`config.mk`:
```
export PLATFORM = sky130hd
export DESIGN_NAME = regfile_wr_arbiter
export DESIGN_NICKNAME = d
export VERILOG_FILES = /design/src/rtl/regfile_wr_arbiter_pkg.sv /design/src/rtl/regfile_wr_arbiter_rr_arb2.sv /design/src/rtl/regfile_wr_arbiter.sv
export SDC_FILE = /design/constraint.sdc
export NUM_CORES = 1
export LEC_CHECK = 0
export CAP_MARGIN = 20
export CORE_ASPECT_RATIO = 0.75
export CORE_UTILIZATION = 47
export CTS_BUF_LIST = sky130_fd_sc_hd__clkbuf_2 sky130_fd_sc_hd__clkbuf_4 sky130_fd_sc_hd__clkbuf_8
export CTS_CLUSTER_SIZE = 16
export DETAILED_ROUTE_END_ITERATION = 8
export PLACE_DENSITY = 0.95
export SLEW_MARGIN = 20
export SYNTH_ARGS = -nofsm -noshare
export SYNTH_HDL_FRONTEND = slang
export SYNTH_SLANG_ARGS = --single-unit
export TNS_END_PERCENT = 20
```
`constraint.sdc`:
```
create_clock -name clk -period 2.5 [get_ports clk]
set_input_delay 0.5 -clock clk [delete_from_list [all_inputs] [get_ports clk]]
set_output_delay 0.5 -clock clk [all_outputs]
set_load 0.005 [all_outputs]
```
`src/rtl/regfile_wr_arbiter_pkg.sv`:
```
// ----------------------------------------------------------------------------
// regfile_wr_arbiter_pkg
// Shared constants for the register-file write-port arbiter.
//   RF_ADDR_W / RF_DATA_W : default register index / data widths (32x32 file)
//   REG_ZERO              : hard-wired zero register; writes to it are dropped
//   GRANT_A / GRANT_B     : encoding of the last_grant priority flop
// ----------------------------------------------------------------------------
package regfile_wr_arbiter_pkg;

    localparam int RF_ADDR_W = 5;
    localparam int RF_DATA_W = 32;
    localparam int REG_ZERO  = 0;

    localparam logic GRANT_A = 1'b0;
    localparam logic GRANT_B = 1'b1;

endpackage : regfile_wr_arbiter_pkg

```
`src/rtl/regfile_wr_arbiter_rr_arb2.sv`:
```
// ----------------------------------------------------------------------------
// rr_arb2
// Two-input round-robin grant logic, purely combinational.
// Ports:
//   a_valid, b_valid : request lines
//   hold             : suppresses every grant while high
//   last_grant       : requester granted most recently (GRANT_A / GRANT_B)
//   grant[1:0]       : one-hot grant, bit 0 = A, bit 1 = B
// ----------------------------------------------------------------------------
module rr_arb2
    import regfile_wr_arbiter_pkg::*;
(
    input  logic       a_valid,
    input  logic       b_valid,
    input  logic       hold,
    input  logic       last_grant,
    output logic [1:0] grant
);

    always_comb begin
        grant = 2'b00;
        if (!hold) begin
            if (a_valid && b_valid) begin
                // Contended cycle: the requester not served last wins.
                if (last_grant == GRANT_A) begin
                    grant[1] = 1'b1;
                end else begin
                    grant[0] = 1'b1;
                end
            end else if (a_valid) begin
                grant[0] = 1'b1;
            end else if (b_valid) begin
                grant[1] = 1'b1;
            end
        end
    end

endmodule : rr_arb2

```
`src/rtl/regfile_wr_arbiter.sv`:
```
// ----------------------------------------------------------------------------
// regfile_wr_arbiter
// Shares the single write port of the register file between the ALU
// writeback (A) and the load writeback (B) with round-robin priority.
// Ports:
//   clk, rst                 : clock, asynchronous active-high reset
//   a_valid/a_addr/a_data    : requester A write request
//   a_ready                  : A accepted this cycle (combinational)
//   b_valid/b_addr/b_data    : requester B write request
//   b_ready                  : B accepted this cycle (combinational)
//   hold                     : register file port unavailable, no grants
//   wr_en/wr_addr/wr_data    : registered write into the register array
//   conflict_cnt             : saturating count of cycles with both valid
//   last_grant               : 0 = A granted last, 1 = B granted last
// ----------------------------------------------------------------------------
module regfile_wr_arbiter
    import regfile_wr_arbiter_pkg::*;
#(
    parameter int DATA_W = RF_DATA_W,
    parameter int ADDR_W = RF_ADDR_W,
    parameter int CNT_W  = 16
) (
    input  logic              clk,
    input  logic              rst,
    input  logic              a_valid,
    input  logic [ADDR_W-1:0] a_addr,
    input  logic [DATA_W-1:0] a_data,
    output logic              a_ready,
    input  logic              b_valid,
    input  logic [ADDR_W-1:0] b_addr,
    input  logic [DATA_W-1:0] b_data,
    output logic              b_ready,
    input  logic              hold,
    output logic              wr_en,
    output logic [ADDR_W-1:0] wr_addr,
    output logic [DATA_W-1:0] wr_data,
    output logic [CNT_W-1:0]  conflict_cnt,
    output logic              last_grant
);

    logic [1:0]        grant;
    logic              xfer;
    logic              sel_b;
    logic [ADDR_W-1:0] sel_addr;
    logic [DATA_W-1:0] sel_data;
    logic              wr_en_next;

    rr_arb2 u_rr_arb2 (
        .a_valid    (a_valid),
        .b_valid    (b_valid),
        .hold       (hold),
        .last_grant (last_grant),
        .grant      (grant)
    );

    // Grants are masked during reset so nothing is accepted that the
    // cleared output register could not carry.
    assign a_ready = grant[0] & ~rst;
    assign b_ready = grant[1] & ~rst;

    // grant already includes valid, so ready alone marks a transfer.
    assign xfer     = a_ready | b_ready;
    assign sel_b    = b_ready;
    assign sel_addr = sel_b ? b_addr : a_addr;
    assign sel_data = sel_b ? b_data : a_data;

    // A transfer to the zero register is accepted but never written.
    assign wr_en_next = xfer && (sel_addr != ADDR_W'(REG_ZERO));

    // Output register: enable every cycle, address/data only on a real write
    // so a dropped zero-register transfer leaves them untouched.
    always_ff @(posedge clk or posedge rst) begin
        if (rst) begin
            wr_en   <= 1'b0;
            wr_addr <= '0;
            wr_data <= '0;
        end else begin
            wr_en <= wr_en_next;
            if (wr_en_next) begin
                wr_addr <= sel_addr;
                wr_data <= sel_data;
            end
        end
    end

    // Reset to GRANT_B so that A holds priority on the first contention.
    always_ff @(posedge clk or posedge rst) begin
        if (rst) begin
            last_grant <= GRANT_B;
        end else if (xfer) begin
            last_grant <= sel_b ? GRANT_B : GRANT_A;
        end
    end

    // Counts contention independently of hold; sticks at all-ones.
    always_ff @(posedge clk or posedge rst) begin
        if (rst) begin
            conflict_cnt <= '0;
        end else if (a_valid && b_valid && (conflict_cnt != {CNT_W{1'b1}})) begin
            conflict_cnt <= conflict_cnt + 1'b1;
        end
    end

endmodule : regfile_wr_arbiter

```
==> impl_metrics.tcl <==
set metrics [dict create \
    num_vias 2778 \
    viasPerCell 5.415 \
    yosys_warnings 0 \
    initial_utilization 0.4937 \
    yosys.area.top_type "dfrtp_1" \
    combPwrFrac 0.322 \
    syn-cell-area_um2 3166 \
    nets 511 \
    antenna_cells 0 \
    synth_cells 292 \
    p_int_w 0.002065 \
    synthDistinctLibCells 41 \
    postLayoutSetupSlackWorst_ps 84.13 \
    place_congestion 0.8570 \
    startpoint_type "input pin" \
    report.final.slew_viol_count 0 \
    crit_path_start "b_valid" \
    htree_levels 2 \
    coreArea_um2 6412 \
    final_cell_mix "clkdlybuf4s50_1 (135), dfrtp_1 (54), inv_1 (39)" \
    dieArea_um2 7071 \
    hp-class "register to register" \
    die_y_um 73.08 \
    cpPeakStageDelay_ps 470 \
    period_share 0.9663 \
    dp_hpwl_um 6418 \
    clock.fmax_mhz 413.9 \
    synth_area_leaders "dfrtp_1 (43%), a221oi_2 (14%), mux2i_1 (10%), inv_1 (4.7%), nor2_1 (4.4%)" \
    endpoint "a_ready" \
    die_w_um 96.77 \
    globalRouteOverflowTotal 0 \
    yosysTopAreaCellShare 0.4269 \
    synth_seq_cells 55 \
    final_common_cell "clkdlybuf4s50_1" \
    layout-drive-gt1-share 0.1435 \
    setup_viol 0 \
    net-switching-power_w 0.0007665 \
    cp_num_cells 4 \
    syn_nets 372 \
    track_usage 0.2519 \
    wl_per_cell_um 16.68 \
    cts_resized 0 \
    vdd_drop_max_uv 312.3 \
    worst_pin_slew_ps 595.7 \
    postCtsHoldBufs 0 \
    r2r_cells 6 \
    rr_startpoint "last_grant$_DFFE_PP1P_" \
    cts_tree "built" \
    crit_slowest_cell "clkdlybuf4s50_1" \
    switching_share 0.2707 \
    fin_crit_ps 2416 \
    clkTransAtPathRegs_ps 100 \
    crit_arrival_ps 1920 \
    path_class "input pin to output pin" \
    io_buffer_count 135 \
    finalClockSkew_ps 6.532 \
    fill_cells 454 \
    grt_max_degree 35 \
    synth_area_per_cell_um2 10.84 \
    synth-seq-area-share 0.4352 \
    seq_power_share 0.431 \
    drc_errors 0 \
    crit_buf_inv 2 \
    pwr-share-clk 0.248 \
    crit_family "buffers and inverters" \
    worstPathMaxFanout 2 \
    areaGrowthSynthToFinish_pct 51.66 \
    root_buffer "clkbuf_8" \
    ant_nets 0 \
    place_area_um2 4664 \
    clockBufferDepth 2 \
    grt_pass1_wl_um 14140 \
    drt_first_iter_violations 92 \
    reg2reg_to "wr_addr[0]$_DFFE_PP0P_" \
    clock-sinks 55 \
    power_density_nw_per_um2 589.8 \
    rrSetupSlack_ps 730 \
    hold_viol_final 0 \
    relSlewSlack 0.6029 \
    insertion_delay_ps 310 \
    rsz0062_at_grt "no" \
    drv_cap 0 \
    io_pins 136 \
    p_leak_nw 2.027 \
    cts_inserted_buffers 5 \
    setup_tns_ps 0 \
    endpoint_kind "output pin" \
    antenna_found_initial 0 \
    dp_worst_setup_slack_ps 62.80 \
    cts_setup_buffers 0 \
    crit_top_cell "clkdlybuf4s50_1" \
    crit_chain "clkdlybuf4s50_1 > or2b_2 > and3_1 > clkdlybuf4s50_1" \
    grt_pass1_vias 2908 \
    outcome "completed" \
    stdcell_area_um2 4801 \
    dr.pass1.iters 4 \
    cp.required_ps 2000 \
    finalWirelength_um 8555 \
    placementRows 25 \
    hold_depth 1 \
]
[cell type report]
cell class / count / area (um2) / area share
clock buffers: 6 / 76.32 / 0.01590
clock inverters: 2 / 60.06 / 0.01251
inverters: 41 / 153.9 / 0.03206
multi-input cells: 180 / 1508 / 0.3140
flip-flops and latches: 55 / 1378 / 0.2869
well taps: 81 / 101.3 / 0.02111
repair buffers: 148 / 1524 / 0.3174
[registers in the layout (all words and copies together) (netlist names)]
name and cells:
last_grant 1, wr_en 1, wr_data 32, wr_addr 5, conflict_cnt 16
[layer usage]
layer,vias up,track usage,share of wire
li1,1327,-,-
met1,1335,0.3105,0.44
met2,101,0.4413,0.48
met3,15,0.05268,0.052
met4,0,0.09619,0.021
met5,-,0,0
[kinds of logic (layout without fill, tap and decap cells)]
logic type               count (synthesis)  count (layout)  share of synthesized area
multiplexers                            34              34                     0.1079
XOR/XNOR                                15              15                    0.04150
AO/OA/AOI/OAI                           54              54                     0.2016
buffers and inverters                   57             197                    0.08932
adder cells (fa/ha/maj)                  1               1                   0.003952
flip-flops                              55              55                     0.4352
AND/OR/NAND/NOR                         76              76                     0.1206
[per-stage QoR]
| step | utilization | std cells | hold WS (ps) | power (W) |
|---|---|---|---|---|
| global route | 0.7487 | 513 | 511.2 | 0.002983 |
| CTS | 0.7487 | 513 | 499.3 | 0.002856 |
| floorplan | - | 292 | 473.5 | 0.001580 |
| detailed placement | 0.7274 | 505 | 481.5 | 0.002151 |
| global placement | 0.7274 | 505 | 474.1 | 0.002108 |
| finish | 0.7487 | 513 | 498.3 | 0.002832 |
[worst min path at each step]
stage,from,to,slack [ps]
after floorplan,last_grant$_DFFE_PP1P_,last_grant$_DFFE_PP1P_,470
after global placement,conflict_cnt[7]$_DFFE_PP0P_,conflict_cnt[7]$_DFFE_PP0P_,470
after detailed placement,conflict_cnt[7]$_DFFE_PP0P_,conflict_cnt[7]$_DFFE_PP0P_,480
after CTS,conflict_cnt[7]$_DFFE_PP0P_,conflict_cnt[7]$_DFFE_PP0P_,500
after global routing,conflict_cnt[7]$_DFFE_PP0P_,conflict_cnt[7]$_DFFE_PP0P_,510
final,conflict_cnt[7]$_DFFE_PP0P_,conflict_cnt[7]$_DFFE_PP0P_,500
[synthesized netlist by cell type]
master	number
dfrtp_1	54
inv_1	40
nor2_1	37
mux2i_1	33
a221oi_2	30
nand2_1	10
a211oi_1	9
xor2_1	8
xnor2_1	7
buf_4	6
nand3_1	5
nand4_1	5
a21oi_1	4
and3_1	4
buf_6	4
and4_1	3
nor4_1	3
o21ai_0	3
a221oi_1	2
buf_2	2
clkbuf_1	2
o2111ai_1	2
a211o_1	1
a21o_1	1
and2_1	1
and2b_1	1
clkbuf_4	1
clkbuf_8	1
clkinv_1	1
dfstp_2	1
ha_1	1
mux2_2	1
nand3_2	1
nand4b_1	1
nor2_4	1
nor3_1	1
nor3_2	1
o2111ai_4	1
o211ai_1	1
or2b_2	1
or4_4	1
[power groups by stage]
stage	Combinational (W)	Sequential, W	Clock (W)
5_1_grt	0.000982	0.00125	0.000754
3_5_place_dp	0.000919	0.00123	0
3_3_place_gp	0.000890	0.00122	0
6_report	0.000911	0.00122	0.000701
2_1_floorplan	0.000357	0.00122	0
4_1_cts	0.000922	0.00122	0.000718
No activity file was read; power rests on OpenSTA's default activity.
